`config.mk`:
```
export PLATFORM = sky130hd
export DESIGN_NAME = pc_fetch_unit
export DESIGN_NICKNAME = d
export VERILOG_FILES = /design/src/rtl/pc_pkg.sv /design/src/rtl/pc_next_sel.sv /design/src/rtl/pc_fetch_unit.sv
export SDC_FILE = /design/constraint.sdc
export NUM_CORES = 1
export LEC_CHECK = 0
export CORE_MARGIN = 2
export CORE_UTILIZATION = 45
export DETAILED_ROUTE_END_ITERATION = 8
export PLACE_DENSITY = 0.81
export SETUP_SLACK_MARGIN = 0.15
export SLEW_MARGIN = 10
export SYNTH_ARGS = -nofsm -noshare
export SYNTH_HDL_FRONTEND = slang
export SYNTH_HIERARCHICAL = 1
export SYNTH_SLANG_ARGS = --single-unit
```
`constraint.sdc`:
```
create_clock -name clk -period 2.5 [get_ports clk]
set_input_delay 0.75 -clock clk [delete_from_list [all_inputs] [get_ports clk]]
set_output_delay 0.75 -clock clk [all_outputs]
set_load 0.01 [all_outputs]
```
`src/rtl/pc_pkg.sv`:
```
// Shared types and defaults for the PC fetch unit.
//   pc_state_e     : sequencer states BOOT / RUN / HALTED
//   XLEN_DEFAULT   : default PC / address width
//   RESET_VEC_*    : default PC loaded on reset
//   TRAP_VEC_*     : default PC loaded on a trapped misaligned redirect
//   PC_INCR        : sequential fetch stride in bytes
package pc_pkg;

  localparam int unsigned XLEN_DEFAULT      = 32;
  localparam logic [31:0] RESET_VEC_DEFAULT = 32'h0000_0000;
  localparam logic [31:0] TRAP_VEC_DEFAULT  = 32'h0000_0100;
  localparam int unsigned PC_INCR           = 4;
  localparam int unsigned CNT_W             = 32;

  typedef enum logic [1:0] {
    BOOT   = 2'd0,
    RUN    = 2'd1,
    HALTED = 2'd2
  } pc_state_e;

endpackage

```
`src/rtl/pc_next_sel.sv`:
```
// Next-PC priority mux: redirect > stall > fire > hold, plus misaligned
// redirect handling.
// Configuration macro: PC_MISALIGN_TRAP_EN
//   defined   : misaligned redirect loads TRAP_VEC and raises misalign_next
//   undefined : target bits [1:0] are cleared, misalign_next is 0
// Ports:
//   pc, pc_plus4     : current PC and its sequential successor
//   redirect, target : redirect request and destination
//   stall, fire      : hold request and accepted-fetch indication
//   next_pc          : PC to load at the next edge
//   misalign_next    : trapped-misalign pulse to register
module pc_next_sel
  import pc_pkg::*;
#(
  parameter int unsigned     XLEN     = XLEN_DEFAULT,
  parameter logic [XLEN-1:0] TRAP_VEC = XLEN'(TRAP_VEC_DEFAULT)
) (
  input  logic [XLEN-1:0] pc,
  input  logic [XLEN-1:0] pc_plus4,
  input  logic            redirect,
  input  logic [XLEN-1:0] redirect_target,
  input  logic            stall,
  input  logic            fire,
  output logic [XLEN-1:0] next_pc,
  output logic            misalign_next
);

  // Priority selection; stall outranks fire so an accepted fetch under stall
  // is counted by the top but the PC does not move.
  always_comb begin
    next_pc       = pc;
    misalign_next = 1'b0;
    if (redirect) begin
`ifdef PC_MISALIGN_TRAP_EN
      if (redirect_target[1:0] != 2'b00) begin
        next_pc       = TRAP_VEC;
        misalign_next = 1'b1;
      end else begin
        next_pc = redirect_target;
      end
`else
      next_pc = {redirect_target[XLEN-1:2], 2'b00};
`endif
    end else if (stall) begin
      next_pc = pc;
    end else if (fire) begin
      next_pc = pc_plus4;
    end
  end

`ifndef PC_MISALIGN_TRAP_EN
  // Low target bits and the trap vector have no effect in this build.
  logic unused_misalign_inputs;
  assign unused_misalign_inputs = ^{TRAP_VEC, redirect_target[1:0]};
`endif

endmodule

```
`src/rtl/pc_fetch_unit.sv`:
```
// Program-counter register and fetch-request sequencer.
// Configuration macro: PC_MISALIGN_TRAP_EN (misaligned-redirect trap).
// Ports:
//   clk, rst_n          : clock (rising edge), async active-low reset
//   stall_i             : hold PC in RUN
//   redirect_i          : load redirect_target_i at the next edge
//   redirect_target_i   : redirect destination
//   halt_i, resume_i    : enter / leave HALTED
//   fetch_ready_i       : instruction memory accepts the request
//   fetch_valid_o       : fetch request valid (RUN only)
//   pc_o                : current PC / fetch address
//   pc_plus4_o          : combinational pc_o + 4
//   fetch_count_o       : accepted fetch count (wraps)
//   misalign_o          : one-cycle pulse after a trapped misaligned redirect
module pc_fetch_unit
  import pc_pkg::*;
#(
  parameter int unsigned     XLEN      = XLEN_DEFAULT,
  parameter logic [XLEN-1:0] RESET_VEC = XLEN'(RESET_VEC_DEFAULT),
  parameter logic [XLEN-1:0] TRAP_VEC  = XLEN'(TRAP_VEC_DEFAULT)
) (
  input  logic             clk,
  input  logic             rst_n,
  input  logic             stall_i,
  input  logic             redirect_i,
  input  logic [XLEN-1:0]  redirect_target_i,
  input  logic             halt_i,
  input  logic             resume_i,
  input  logic             fetch_ready_i,
  output logic             fetch_valid_o,
  output logic [XLEN-1:0]  pc_o,
  output logic [XLEN-1:0]  pc_plus4_o,
  output logic [CNT_W-1:0] fetch_count_o,
  output logic             misalign_o
);

  pc_state_e       state;
  logic            fire;
  logic [XLEN-1:0] next_pc;
  logic            misalign_next;

  assign fire       = fetch_valid_o & fetch_ready_i;
  assign pc_plus4_o = pc_o + XLEN'(PC_INCR);

  pc_next_sel #(
    .XLEN     (XLEN),
    .TRAP_VEC (TRAP_VEC)
  ) u_next_sel (
    .pc              (pc_o),
    .pc_plus4        (pc_plus4_o),
    .redirect        (redirect_i),
    .redirect_target (redirect_target_i),
    .stall           (stall_i),
    .fire            (fire),
    .next_pc         (next_pc),
    .misalign_next   (misalign_next)
  );

  // Sequencer, PC, counter and pulse registers. fetch_valid_o is registered
  // alongside the state so it is high exactly while in RUN.
  always_ff @(posedge clk or negedge rst_n) begin
    if (!rst_n) begin
      state         <= BOOT;
      pc_o          <= RESET_VEC;
      fetch_valid_o <= 1'b0;
      fetch_count_o <= '0;
      misalign_o    <= 1'b0;
    end else begin
      pc_o       <= next_pc;
      misalign_o <= misalign_next;
      if (fire) begin
        fetch_count_o <= fetch_count_o + CNT_W'(1);
      end
      case (state)
        BOOT: begin
          state         <= halt_i ? HALTED : RUN;
          fetch_valid_o <= ~halt_i;
        end
        RUN: begin
          state         <= halt_i ? HALTED : RUN;
          fetch_valid_o <= ~halt_i;
        end
        HALTED: begin
          // halt_i wins over a simultaneous resume_i
          if (resume_i && !halt_i) begin
            state         <= RUN;
            fetch_valid_o <= 1'b1;
          end else begin
            fetch_valid_o <= 1'b0;
          end
        end
        default: begin
          state         <= BOOT;
          fetch_valid_o <= 1'b0;
        end
      endcase
    end
  end

endmodule

```
==> impl_metrics.prom, run 1 <==
# TYPE chip_impl_metric gauge
chip_impl_metric{name="die_area",unit="um^2"} 8950
chip_impl_info{name="yosys.area.top_type",value="sky130_fd_sc_hd__dfrtp_1"} 1
chip_impl_metric{name="finalWorstSetupSlack",unit="ns"} -0.482
chip_impl_metric{name="power_per_cell_area",unit="nW/um^2"} 488
chip_impl_metric{name="crit_path_max_fanout",unit=""} 5
chip_impl_metric{name="yosys_warnings",unit=""} 6
chip_impl_metric{name="tns",unit="ns"} -6.45
chip_impl_metric{name="postSynthAreaPerCell",unit="um^2"} 9.98
chip_impl_metric{name="crit_arrival",unit="ns"} 2.23
chip_impl_metric{name="dr_total_vias",unit=""} 3653
chip_impl_metric{name="place_ws",unit="ns"} -0.463
chip_impl_info{name="grt_setup_unrepaired",value="true"} 1
chip_impl_metric{name="power.leakage",unit="uW"} 0.00287
chip_impl_info{name="status",value="complete, but fails checks"} 1
chip_impl_metric{name="clk-insertion-delay-late",unit="ns"} 0.33
chip_impl_metric{name="antenna_violations_before_repair",unit=""} 0
chip_impl_info{name="synth_top_flop_cell",value="sky130_fd_sc_hd__dfrtp_1"} 1
chip_impl_metric{name="drv_slew",unit=""} 0
chip_impl_metric{name="grt_max_degree",unit=""} 41
chip_impl_metric{name="final_core_utilization",unit=""} 0.768
chip_impl_metric{name="ys_seq_elements",unit=""} 68
chip_impl_metric{name="least_margin_pin_slew",unit="ns"} 0.733
chip_impl_metric{name="area_occupied_by_registers",unit="um^2"} 1710
chip_impl_metric{name="final_antenna_net_count",unit=""} 0
chip_impl_metric{name="holdBufCountCts",unit=""} 0
chip_impl_metric{name="drt_iter0_drc",unit=""} 88
chip_impl_metric{name="ctsHtreeMaxLevel",unit=""} 3
chip_impl_metric{name="post_route_cells_drive_above_1_share",unit=""} 0.333
chip_impl_metric{name="asyncSetResetFlopFracSynth",unit=""} 1.00
chip_impl_metric{name="grt_pass1_vias",unit=""} 3710
chip_impl_metric{name="finalSetupViolations",unit=""} 21
chip_impl_metric{name="worst_slew_margin_rel",unit=""} 0.511
chip_impl_metric{name="yosysSeqAreaShare",unit=""} 0.461
chip_impl_metric{name="syn-num-nets",unit=""} 411
chip_impl_metric{name="start_util",unit=""} 0.456
chip_impl_metric{name="floorplan.rows",unit=""} 33
chip_impl_metric{name="synth_edf_count",unit=""} 0
chip_impl_metric{name="cts_made_buffers",unit=""} 9
chip_impl_info{name="critical_path.startpoint_type",value="register"} 1
chip_impl_metric{name="totalWireLength",unit="um"} 11900
chip_impl_info{name="synth_area_leaders",value="sky130_fd_sc_hd__dfrtp_1 46%, sky130_fd_sc_hd__mux2i_1 8.7%, sky130_fd_sc_hd__xor2_1 7.4%, sky130_fd_sc_hd__xnor2_1 6.6%, sky130_fd_sc_hd__nand2_1 5.0%"} 1
chip_impl_metric{name="post-place-cells",unit=""} 647
chip_impl_metric{name="grt_remaining_overflow",unit=""} 0
chip_impl_info{name="critical_path_class",value="register to output pin"} 1
chip_impl_metric{name="area_added_between_synthesis_and_finish",unit="%"} 68.3
chip_impl_metric{name="fillCellCount",unit=""} 531
chip_impl_metric{name="fmax",unit="GHz"} 0.335
chip_impl_info{name="crit_path_end_kind",value="output pin"} 1
chip_impl_metric{name="finalPower",unit="uW"} 3040
chip_impl_info{name="violated_checks",value="setup timing"} 1
chip_impl_metric{name="fin_skew",unit="ns"} 0.0118
chip_impl_metric{name="mappedNetlistArea",unit="um^2"} 3690
chip_impl_metric{name="antenna_cells_inserted",unit=""} 0
chip_impl_metric{name="layout_min_cycle_time",unit="ns"} 2.98
chip_impl_metric{name="cts.sink_count",unit=""} 68
chip_impl_metric{name="fin_nets",unit=""} 627
chip_impl_metric{name="global_route.usage.total",unit=""} 0.262
chip_impl_info{name="clock-root-buffer",value="sky130_fd_sc_hd__clkbuf_8"} 1
chip_impl_info{name="tritoncts",value="yes"} 1
chip_impl_metric{name="cts-root-to-sink-buffers",unit=""} 2
chip_impl_metric{name="drt_pre_antenna_iters",unit=""} 4
chip_impl_metric{name="core",unit="um^2"} 8090
chip_impl_metric{name="first_pass_grt_wire_length",unit="um"} 18100
chip_impl_metric{name="hold_violations",unit=""} 0
chip_impl_metric{name="num_io_pins",unit=""} 137
chip_impl_metric{name="gp_congestion",unit=""} 0.896
chip_impl_metric{name="vdd.ir_drop.worst",unit="uV"} 482
chip_impl_info{name="layout.cells.most_common",value="sky130_fd_sc_hd__clkdlybuf4s50_1"} 1
chip_impl_metric{name="layout.cells.non_filler",unit=""} 696
chip_impl_metric{name="port_buffers",unit=""} 134
chip_impl_metric{name="detailed_place_hpwl",unit="um"} 7660
chip_impl_metric{name="post_synth_inst_count",unit=""} 370
chip_impl_metric{name="chipWidth",unit="um"} 94.6
chip_impl_metric{name="required",unit="ns"} 1.75
chip_impl_metric{name="multi_input_area",unit="um^2"} 2170
chip_impl_metric{name="drt-vias-per-instance",unit=""} 5.25
chip_impl_metric{name="y_dimension_of_the_die",unit="um"} 94.6
chip_impl_metric{name="wire_per_inst",unit="um"} 17.2
chip_impl_metric{name="netlist.area_leader.share",unit=""} 0.461
chip_impl_metric{name="layout_worst_path_cycle_share",unit=""} 1.19
chip_impl_info{name="layout_common_cells",value="102 x sky130_fd_sc_hd__clkdlybuf4s50_1, 72 x sky130_fd_sc_hd__buf_4, 60 x sky130_fd_sc_hd__dfrtp_1, 45 x sky130_fd_sc_hd__nand2_1, 32 x sky130_fd_sc_hd__mux2i_1"} 1
chip_impl_metric{name="post-route-drc-count",unit=""} 0
chip_impl_metric{name="yosys.cell_types.count",unit=""} 33
chip_impl_metric{name="cts_clock_pin_slew_for_the_worst_setup_and_hold_paths",unit="ns"} 0.08
chip_impl_metric{name="drv.max_cap_violation_count",unit=""} 0
chip_impl_info{name="hold_path_class",value="register to register"} 1
## cells by family (layout without fill, tap and decap cells)
family | after synthesis | after routing | share of synthesized area
mux | 33 | 33 | 0.0898
fa+ha+maj | 2 | 2 | 0.00677
compound gates | 34 | 34 | 0.0461
flops | 68 | 68 | 0.461
simple gates | 144 | 144 | 0.206
xor+xnor | 59 | 59 | 0.140
other cells | 1 | 1 | 0.00102
buf+inv | 29 | 250 | 0.0498
## power by group
group          total, uW  internal [uW]  switching, uW
Combinational        944            504            440
Sequential          1300           1190            107
Clock                790            362            428
## cell usage after synthesis, drive strengths merged (2+ instances only)
master,count
nor3b,2
nand3,18
nor2,12
a21oi,4
ha,2
mux2i,32
nand4,17
o21ai,30
dfrtp,68
buf,10
nor4,4
nand2,49
xor2,31
clkbuf,8
or4,3
xnor2,28
and2,2
nor3,24
and3,5
and4,5
inv,11
## worst max-delay path, stage by stage (launching register included)
cell and delay [ns]:
sky130_fd_sc_hd__dfrtp_1 0.39, sky130_fd_sc_hd__nand4_1 0.17, sky130_fd_sc_hd__or4_4 0.51, sky130_fd_sc_hd__buf_12 0.18, sky130_fd_sc_hd__nor4_4 0.27, sky130_fd_sc_hd__xor2_2 0.21, sky130_fd_sc_hd__buf_2 0.17
## layer usage
metal	wire length (um)	vias to the layer above	share of wire	track usage
li1	-	1700	-	-
met1	4600	1812	0.39	0.303
met2	6470	125	0.54	0.481
met3	692	16	0.058	0.0487
met4	185	0	0.015	0.100
met5	0	-	0	0
## worst paths after layout
path	slack (ns)	endpoint	from	depth (start not counted)
setup / recovery	-0.48	pc_plus4_o[31]	pc_o[17]	6
hold / removal	0.44	state[1]	state[0]	1
setup reg to reg	0.26	pc_o[15]	pc_o[9]	9
hold reg to reg	0.44	state[1]	state[0]	1
max in group asynchronous	1.39	fetch_count_o[0]	rst_n	2
min in group asynchronous	0.47	pc_o[24]	rst_n	1
## stage by stage
step,area (um^2),hold WS (ns)
after floorplan,3790,0.410
after global placement,5560,0.419
after detailed placement,5560,0.432
after CTS,6020,0.443
after global routing,6220,0.482
final,6220,0.441
## sequential cells by signal, summed over array words and instances, names as in the netlist
name,cells
pc_o,32
state,2
fetch_valid_o,1
misalign_o,1
fetch_count_o,32
## area by class of cell
cell class | count | share of cell area
Multi-Input combinational cell | 273 | 0.350
Tap cell | 105 | 0.0211
Inverter | 11 | 0.00664
Clock buffer | 9 | 0.0199
Sequential cell | 68 | 0.275
Timing Repair Buffer | 223 | 0.319
Clock inverter | 7 | 0.00825
## repair_timing
item	CTS	global route
buffers inserted	20	10
hold endpoints to repair	0	0
pin swaps	27	23
cloned	3	0
resized for setup	158	31
endpoints found under the setup margin	29	28
No activity file was read; power rests on OpenSTA's default activity.
==> run 2: changes to the inputs <==
HOLD_SLACK_MARGIN = 0.1   (was default)
clock period = 2.75 ns   (was 2.5 ns; I/O delays follow)
==> run 2 against run 1 <==
Compared with the run above:
- largest power group unchanged
- count of clock-buffer cells in the layout grew 2
- clock power grew 2%
- critical path type unchanged
- setup slack gained 0.20 ns
- hold slack lost 0.016 ns
- critical path depth is the same
- non-clock buffer count shrank 11
- the run still ends with setup timing left
- register-to-register slack gained 0.24 ns
- combinational power shrank 14%
- utilization shrank 2.6 points
- clock skew grew 0.0012 ns
- critical endpoint unchanged
- global-route usage shrank 0.29 points
==> impl_metrics.prom, run 2 (synthesized netlist as in run 1, its figures left out) <==
# TYPE chip_impl_metric gauge
chip_impl_info{name="status",value="complete, but fails checks"} 1
chip_impl_info{name="violated_checks",value="setup timing"} 1
chip_impl_metric{name="layout_min_cycle_time",unit="ns"} 3.03
chip_impl_metric{name="drv.max_cap_violation_count",unit=""} 0
chip_impl_metric{name="post_route_cells_drive_above_1_share",unit=""} 0.278
chip_impl_metric{name="hold_violations",unit=""} 0
chip_impl_info{name="clock-root-buffer",value="sky130_fd_sc_hd__clkbuf_8"} 1
chip_impl_metric{name="cts_clock_pin_slew_for_the_worst_setup_and_hold_paths",unit="ns"} 0.08
chip_impl_metric{name="finalPower",unit="uW"} 2790
chip_impl_metric{name="dr_total_vias",unit=""} 3616
chip_impl_metric{name="crit_arrival",unit="ns"} 2.20
chip_impl_metric{name="required",unit="ns"} 1.93
chip_impl_metric{name="clk-insertion-delay-late",unit="ns"} 0.34
chip_impl_metric{name="finalWorstSetupSlack",unit="ns"} -0.280
chip_impl_metric{name="chipWidth",unit="um"} 94.6
chip_impl_metric{name="grt_max_degree",unit=""} 33
chip_impl_metric{name="final_antenna_net_count",unit=""} 0
chip_impl_metric{name="cts_made_buffers",unit=""} 9
chip_impl_metric{name="totalWireLength",unit="um"} 11400
chip_impl_info{name="grt_setup_unrepaired",value="true"} 1
chip_impl_metric{name="tns",unit="ns"} -3.96
chip_impl_metric{name="die_area",unit="um^2"} 8950
chip_impl_metric{name="gp_congestion",unit=""} 0.913
chip_impl_metric{name="timing.critical_path.slowest_cell_delay",unit="ns"} 0.54
chip_impl_metric{name="drt_pre_antenna_iters",unit=""} 4
chip_impl_metric{name="power.leakage",unit="uW"} 0.00278
chip_impl_metric{name="num_io_pins",unit=""} 137
chip_impl_metric{name="y_dimension_of_the_die",unit="um"} 94.6
chip_impl_info{name="hold_path_class",value="input pin to asynchronous set/reset pin"} 1
chip_impl_metric{name="layout.cells.non_filler",unit=""} 684
chip_impl_metric{name="cts.sink_count",unit=""} 68
chip_impl_metric{name="drv_slew",unit=""} 0
chip_impl_metric{name="port_buffers",unit=""} 134
chip_impl_metric{name="fin_nets",unit=""} 616
chip_impl_metric{name="antenna_cells_inserted",unit=""} 0
chip_impl_metric{name="critPathBufInv",unit=""} 2
chip_impl_info{name="layout_common_cells",value="103 x sky130_fd_sc_hd__clkdlybuf4s50_1, 66 x sky130_fd_sc_hd__dfrtp_1, 66 x sky130_fd_sc_hd__buf_4, 46 x sky130_fd_sc_hd__nand2_1, 32 x sky130_fd_sc_hd__mux2i_1"} 1
chip_impl_metric{name="vdd.ir_drop.worst",unit="uV"} 308
chip_impl_metric{name="grt_pass1_vias",unit=""} 3672
chip_impl_metric{name="area_added_between_synthesis_and_finish",unit="%"} 62.5
chip_impl_metric{name="post-place-cells",unit=""} 641
chip_impl_metric{name="start_util",unit=""} 0.456
chip_impl_metric{name="antenna_violations_before_repair",unit=""} 0
chip_impl_metric{name="cts-root-to-sink-buffers",unit=""} 2
chip_impl_info{name="crit_path_cell_trace",value="nand4_1 > or4_4 > buf_12 > nor4_4 > xor2_2 > buf_2"} 1
chip_impl_metric{name="grt_remaining_overflow",unit=""} 0
chip_impl_metric{name="power_per_cell_area",unit="nW/um^2"} 466
chip_impl_info{name="crit_path_end_kind",value="output pin"} 1
chip_impl_info{name="critical_path_class",value="register to output pin"} 1
chip_impl_metric{name="ctsHtreeMaxLevel",unit=""} 3
chip_impl_metric{name="detailed_place_hpwl",unit="um"} 7450
chip_impl_info{name="path_delay_family",value="simple AND/OR/NAND/NOR gates"} 1
chip_impl_metric{name="wire_per_inst",unit="um"} 16.6
chip_impl_metric{name="global_route.usage.total",unit=""} 0.259
chip_impl_info{name="critical_path.startpoint_type",value="register"} 1
chip_impl_metric{name="first_pass_grt_wire_length",unit="um"} 18000
chip_impl_metric{name="finalSetupViolations",unit=""} 21
chip_impl_metric{name="fin_skew",unit="ns"} 0.0130
chip_impl_metric{name="fmax",unit="GHz"} 0.330
chip_impl_metric{name="layout_worst_path_cycle_share",unit=""} 1.10
chip_impl_info{name="cpMaxStageDelayCell",value="sky130_fd_sc_hd__or4_4"} 1
chip_impl_metric{name="floorplan.rows",unit=""} 33
chip_impl_metric{name="core",unit="um^2"} 8090
chip_impl_metric{name="post-route-drc-count",unit=""} 0
chip_impl_metric{name="holdBufCountCts",unit=""} 0
chip_impl_metric{name="crit_path_max_fanout",unit=""} 9
chip_impl_info{name="layout.cells.most_common",value="sky130_fd_sc_hd__clkdlybuf4s50_1"} 1
chip_impl_metric{name="drt_iter0_drc",unit=""} 139
chip_impl_metric{name="drt-vias-per-instance",unit=""} 5.29
chip_impl_info{name="largestRegisters",value="fetch_count_o x32, pc_o x32, state x2"} 1
chip_impl_info{name="tritoncts",value="yes"} 1
==> run 2: cell types whose count changed in the layout (fill, tap and decap cells not counted), moves of 4 or more <==
cell	before	now
sky130_fd_sc_hd__buf_4	72	66
sky130_fd_sc_hd__dfrtp_1	60	66
sky130_fd_sc_hd__dfrtp_2	8	2
sky130_fd_sc_hd__buf_2	29	25
sky130_fd_sc_hd__nand3_1	12	16
sky130_fd_sc_hd__xnor2_1	19	23
sky130_fd_sc_hd__xnor2_2	9	5
sky130_fd_sc_hd__xor2_1	25	29
sky130_fd_sc_hd__xor2_2	6	2
==> run 2: worst reg2reg max path, delay by kind of cell, from the launching register on <==
kind	cells	cell delay, ns
mux	1	0.15
xor+xnor	1	0.10
compound gates	1	0.08
buf+inv	4	0.56
flops	1	0.36
simple gates	3	0.89
==> run 2: path summary, 6_finish.rpt <==
path | start | endpoint | slack [ns] | cells past startpoint
setup reg to reg | pc_o[14] | pc_o[26] | 0.50 | 10
max in group asynchronous | rst_n | fetch_count_o[12] | 1.54 | 2
hold reg to reg | state[0] | state[1] | 0.44 | 1
hold / removal | rst_n | pc_o[24] | 0.43 | 1
min in group clk | state[0] | state[1] | 0.44 | 1
setup / recovery | pc_o[14] | pc_plus4_o[31] | -0.28 | 6
==> run 2: repair_timing <==
action                     CTS  global route
buffers inserted            21             5
cloned                       2             0
pin swaps                   26            15
setup endpoints to repair   27            27
resized for setup          148            21
==> run 2: stage by stage <==
stage                     setup slack, ns  cell area [um^2]  utilization  hold WS, ns
after global placement             -0.311              5420        0.670        0.421
after floorplan                     0.150              3710            -        0.410
after CTS                          -0.243              5920        0.731        0.435
after global routing               -0.389              6000        0.742        0.454
after detailed placement           -0.417              5420        0.670        0.438
final                              -0.280              6000        0.742        0.426
==> run 2: routing by layer <==
layer / share of wire / routed length, um / vias to the layer above / GRT usage
li1: - / - / 1682 / -
met2: 0.51 / 5820 / 134 / 0.450
met1: 0.39 / 4470 / 1772 / 0.309
met4: 0.026 / 297 / 0 / 0.110
met5: 0 / 0 / - / 0
met3: 0.067 / 762 / 28 / 0.0615
==> run 2: cell type report <==
type | count | area, um^2
Clock buffer | 11 | 141
Clock inverter | 4 | 50.0
Fill cell | 577 | 2090
Inverter | 11 | 41.3
Multi-Input combinational cell | 273 | 2080
Sequential cell | 68 | 1700
Tap cell | 105 | 131
Timing Repair Buffer | 212 | 1860
==> run 2: power by group <==
group,switching [uW],internal (uW)
Sequential,94.3,1080
Clock,368,437
Combinational,376,435
Total,838,1960
==> run 3: changes to the inputs <==
CORE_UTILIZATION = 41   (was 45)
PLACE_DENSITY = 0.78   (was 0.81)
clock period = 2.56 ns   (was 2.75 ns; I/O delays follow)
==> run 3 against run 2 <==
Compared with the run above:
- the flow still finishes with violations (setup timing)
- final cell count grew 0.29%
- global-route usage down 3.9 points
- die area up 9.3%
- first-iteration DRC count fell by 5.0%
- count of clock-buffer cells in the layout is the same
- sequential power up 8%
- combinational power increased by 10%
- design area is 1.1% higher
- power increased by 3.9%
- utilization shrank 4.6 points
- hold slack better by 0.012 ns
- critical endpoint is now pc_plus4_o[27]
- largest cell class unchanged
==> impl_metrics.prom, run 3 (synthesized netlist as in run 1, its figures left out) <==
# TYPE chip_impl_metric gauge
chip_impl_metric{name="drt_iter0_drc",unit=""} 132
chip_impl_metric{name="ctsHtreeMaxLevel",unit=""} 3
chip_impl_metric{name="totalWireLength",unit="um"} 11200
chip_impl_metric{name="port_buffers",unit=""} 134
chip_impl_metric{name="met2_wl_post_dr",unit="um"} 5780
chip_impl_metric{name="cts_made_buffers",unit=""} 9
chip_impl_metric{name="met3RoutedLength",unit="um"} 668
chip_impl_metric{name="crit_arrival",unit="ns"} 2.18
chip_impl_metric{name="area_added_between_synthesis_and_finish",unit="%"} 64.4
chip_impl_info{name="critPathCapture",value="pc_plus4_o[27]"} 1
chip_impl_metric{name="finalSetupViolations",unit=""} 23
chip_impl_metric{name="hold_violations",unit=""} 0
chip_impl_metric{name="fin_skew",unit="ns"} 0.00973
chip_impl_metric{name="clk-insertion-delay-late",unit="ns"} 0.34
chip_impl_metric{name="drv.max_cap_violation_count",unit=""} 0
chip_impl_metric{name="layout.cells.non_filler",unit=""} 686
chip_impl_metric{name="timing.critical_path.slowest_cell_delay",unit="ns"} 0.49
chip_impl_metric{name="critical_path_depth",unit=""} 6
chip_impl_metric{name="start_util",unit=""} 0.424
chip_impl_metric{name="finalWorstSetupSlack",unit="ns"} -0.383
chip_impl_metric{name="fillCellCount",unit=""} 642
chip_impl_info{name="critical_path.startpoint_type",value="register"} 1
chip_impl_metric{name="y_dimension_of_the_die",unit="um"} 98.9
chip_impl_info{name="critical_path_class",value="register to output pin"} 1
chip_impl_metric{name="power.leakage",unit="uW"} 0.00281
chip_impl_metric{name="drv_slew",unit=""} 0
chip_impl_info{name="path_delay_family",value="simple AND/OR/NAND/NOR gates"} 1
chip_impl_metric{name="vdd.ir_drop.worst",unit="uV"} 330
chip_impl_metric{name="finalPower",unit="uW"} 2900
chip_impl_metric{name="num_io_pins",unit=""} 137
chip_impl_info{name="top_signal_layer_used",value="met4"} 1
chip_impl_metric{name="cts-root-to-sink-buffers",unit=""} 2
chip_impl_metric{name="grt_remaining_overflow",unit=""} 0
chip_impl_info{name="largestRegisters",value="fetch_count_o x32, pc_o x32, state x2"} 1
chip_impl_info{name="cpMaxStageDelayCell",value="sky130_fd_sc_hd__or4b_4"} 1
chip_impl_metric{name="met1_length",unit="um"} 4560
chip_impl_metric{name="grt_max_degree",unit=""} 69
chip_impl_info{name="cp-startpoint",value="pc_o[8]"} 1
chip_impl_metric{name="gp_congestion",unit=""} 0.868
chip_impl_metric{name="drt_pre_antenna_iters",unit=""} 4
chip_impl_info{name="status",value="complete, but fails checks"} 1
chip_impl_metric{name="antenna_cells_inserted",unit=""} 0
chip_impl_info{name="crit_path_cell_trace",value="and4_4 > or4b_4 > buf_4 > nor3b_2 > xor2_1 > buf_2"} 1
chip_impl_metric{name="drt-vias-per-instance",unit=""} 5.16
chip_impl_metric{name="final.hold.worst_slack",unit="ns"} 0.437
chip_impl_metric{name="die_area",unit="um^2"} 9780
chip_impl_metric{name="dr_total_vias",unit=""} 3540
chip_impl_metric{name="chipWidth",unit="um"} 98.9
chip_impl_metric{name="cts.sink_count",unit=""} 68
chip_impl_metric{name="required",unit="ns"} 1.79
chip_impl_info{name="tritoncts",value="yes"} 1
chip_impl_info{name="critical_path.reg2reg.startpoint",value="pc_o[3]"} 1
chip_impl_info{name="r2r-end",value="pc_o[22]"} 1
chip_impl_info{name="grt_setup_unrepaired",value="true"} 1
chip_impl_metric{name="holdBufCountCts",unit=""} 0
chip_impl_metric{name="wire_per_inst",unit="um"} 16.3
chip_impl_info{name="hold_path_class",value="register to register"} 1
chip_impl_metric{name="core",unit="um^2"} 8720
chip_impl_metric{name="critPathBufInv",unit=""} 2
chip_impl_metric{name="floorplan.rows",unit=""} 34
chip_impl_metric{name="grt_pass1_vias",unit=""} 3596
chip_impl_metric{name="post-route-drc-count",unit=""} 0
chip_impl_info{name="layout.cells.most_common",value="sky130_fd_sc_hd__clkdlybuf4s50_1"} 1
chip_impl_metric{name="final_antenna_net_count",unit=""} 0
chip_impl_metric{name="detailed_place_hpwl",unit="um"} 7510
chip_impl_metric{name="cts_clock_pin_slew_for_the_worst_setup_and_hold_paths",unit="ns"} 0.07
chip_impl_metric{name="post_route_cells_drive_above_1_share",unit=""} 0.301
chip_impl_metric{name="fin_nets",unit=""} 616
chip_impl_info{name="clock-root-buffer",value="sky130_fd_sc_hd__clkbuf_8"} 1
chip_impl_metric{name="layout_min_cycle_time",unit="ns"} 2.94
chip_impl_metric{name="fmax",unit="GHz"} 0.340
chip_impl_metric{name="regToRegSetupSlack",unit="ns"} 0.33
chip_impl_info{name="layout_common_cells",value="101 x sky130_fd_sc_hd__clkdlybuf4s50_1, 63 x sky130_fd_sc_hd__buf_4, 60 x sky130_fd_sc_hd__dfrtp_1, 47 x sky130_fd_sc_hd__nand2_1, 32 x sky130_fd_sc_hd__mux2i_1"} 1
chip_impl_metric{name="power_per_cell_area",unit="nW/um^2"} 478
chip_impl_metric{name="first_pass_grt_wire_length",unit="um"} 17500
chip_impl_info{name="hp-start",value="state[0]"} 1
chip_impl_metric{name="global_route.usage.total",unit=""} 0.220
chip_impl_metric{name="crit_path_max_fanout",unit=""} 5
chip_impl_metric{name="tns",unit="ns"} -5.62
chip_impl_metric{name="antenna_violations_before_repair",unit=""} 0
chip_impl_metric{name="layout_worst_path_cycle_share",unit=""} 1.15
chip_impl_metric{name="worstRegToRegCells",unit=""} 12
chip_impl_info{name="crit_path_end_kind",value="output pin"} 1
chip_impl_info{name="violated_checks",value="setup timing"} 1
chip_impl_metric{name="post-place-cells",unit=""} 641
==> run 3: power breakdown <==
part	internal, uW	switching [uW]
logic	484	407
clock network	363	379
registers	1170	105
==> run 3: layout make-up <==
class                   instances  area (um^2)  share of cell area
multi-input cells             273         2130               0.350
flip-flops and latches         68         1710               0.282
repair buffers                212         1900               0.313
well taps                     108          135              0.0223
clock buffers                  11          141              0.0233
clock inverters                 3         15.0             0.00247
inverters                      11         41.3             0.00680
==> run 3: worst register-to-register path: stages (launching register included) <==
cell and delay, ns:
sky130_fd_sc_hd__dfrtp_1 0.41, sky130_fd_sc_hd__ha_2 0.21, sky130_fd_sc_hd__and4_4 0.24, sky130_fd_sc_hd__nand3_2 0.08, sky130_fd_sc_hd__buf_6 0.13, sky130_fd_sc_hd__buf_12 0.15, sky130_fd_sc_hd__nor4_4 0.14, sky130_fd_sc_hd__xor2_1 0.12
sky130_fd_sc_hd__buf_4 0.15, sky130_fd_sc_hd__buf_4 0.12, sky130_fd_sc_hd__buf_4 0.12, sky130_fd_sc_hd__mux2i_1 0.15, sky130_fd_sc_hd__o21ai_1 0.09
==> run 3: how the worst min path moves through the flow <==
stage                     cells after the start  slack (ns)  endpoint
after floorplan                               1        0.41  state[1]
after global placement                        1        0.42  state[1]
after detailed placement                      1        0.43  state[1]
after CTS                                     1        0.44  state[1]
after global routing                          1        0.45  state[1]
final                                         1        0.44  state[1]
==> run 3: through the flow <==
stage	utilization	setup WS, ns	instance area (um^2)
floorplan	-	0.0693	3780
global placement	0.629	-0.359	5490
detailed placement	0.629	-0.418	5490
CTS	0.667	-0.387	5810
global route	0.696	-0.467	6070
finish	0.696	-0.383	6070
==> run 3: per-layer routing <==
| layer | global-route usage | vias to the layer above |
|---|---|---|
| met4 | 0.0695 | 0 |
| li1 | - | 1677 |
| met1 | 0.278 | 1728 |
| met3 | 0.0489 | 17 |
| met2 | 0.375 | 118 |
| met5 | 0 | - |
==> run 3: what timing repair did <==
action	in CTS	in global routing
pin swaps	22	23
setup endpoints to repair	28	28
setup buffers	16	14
resized for setup	130	34
cloned	1	0
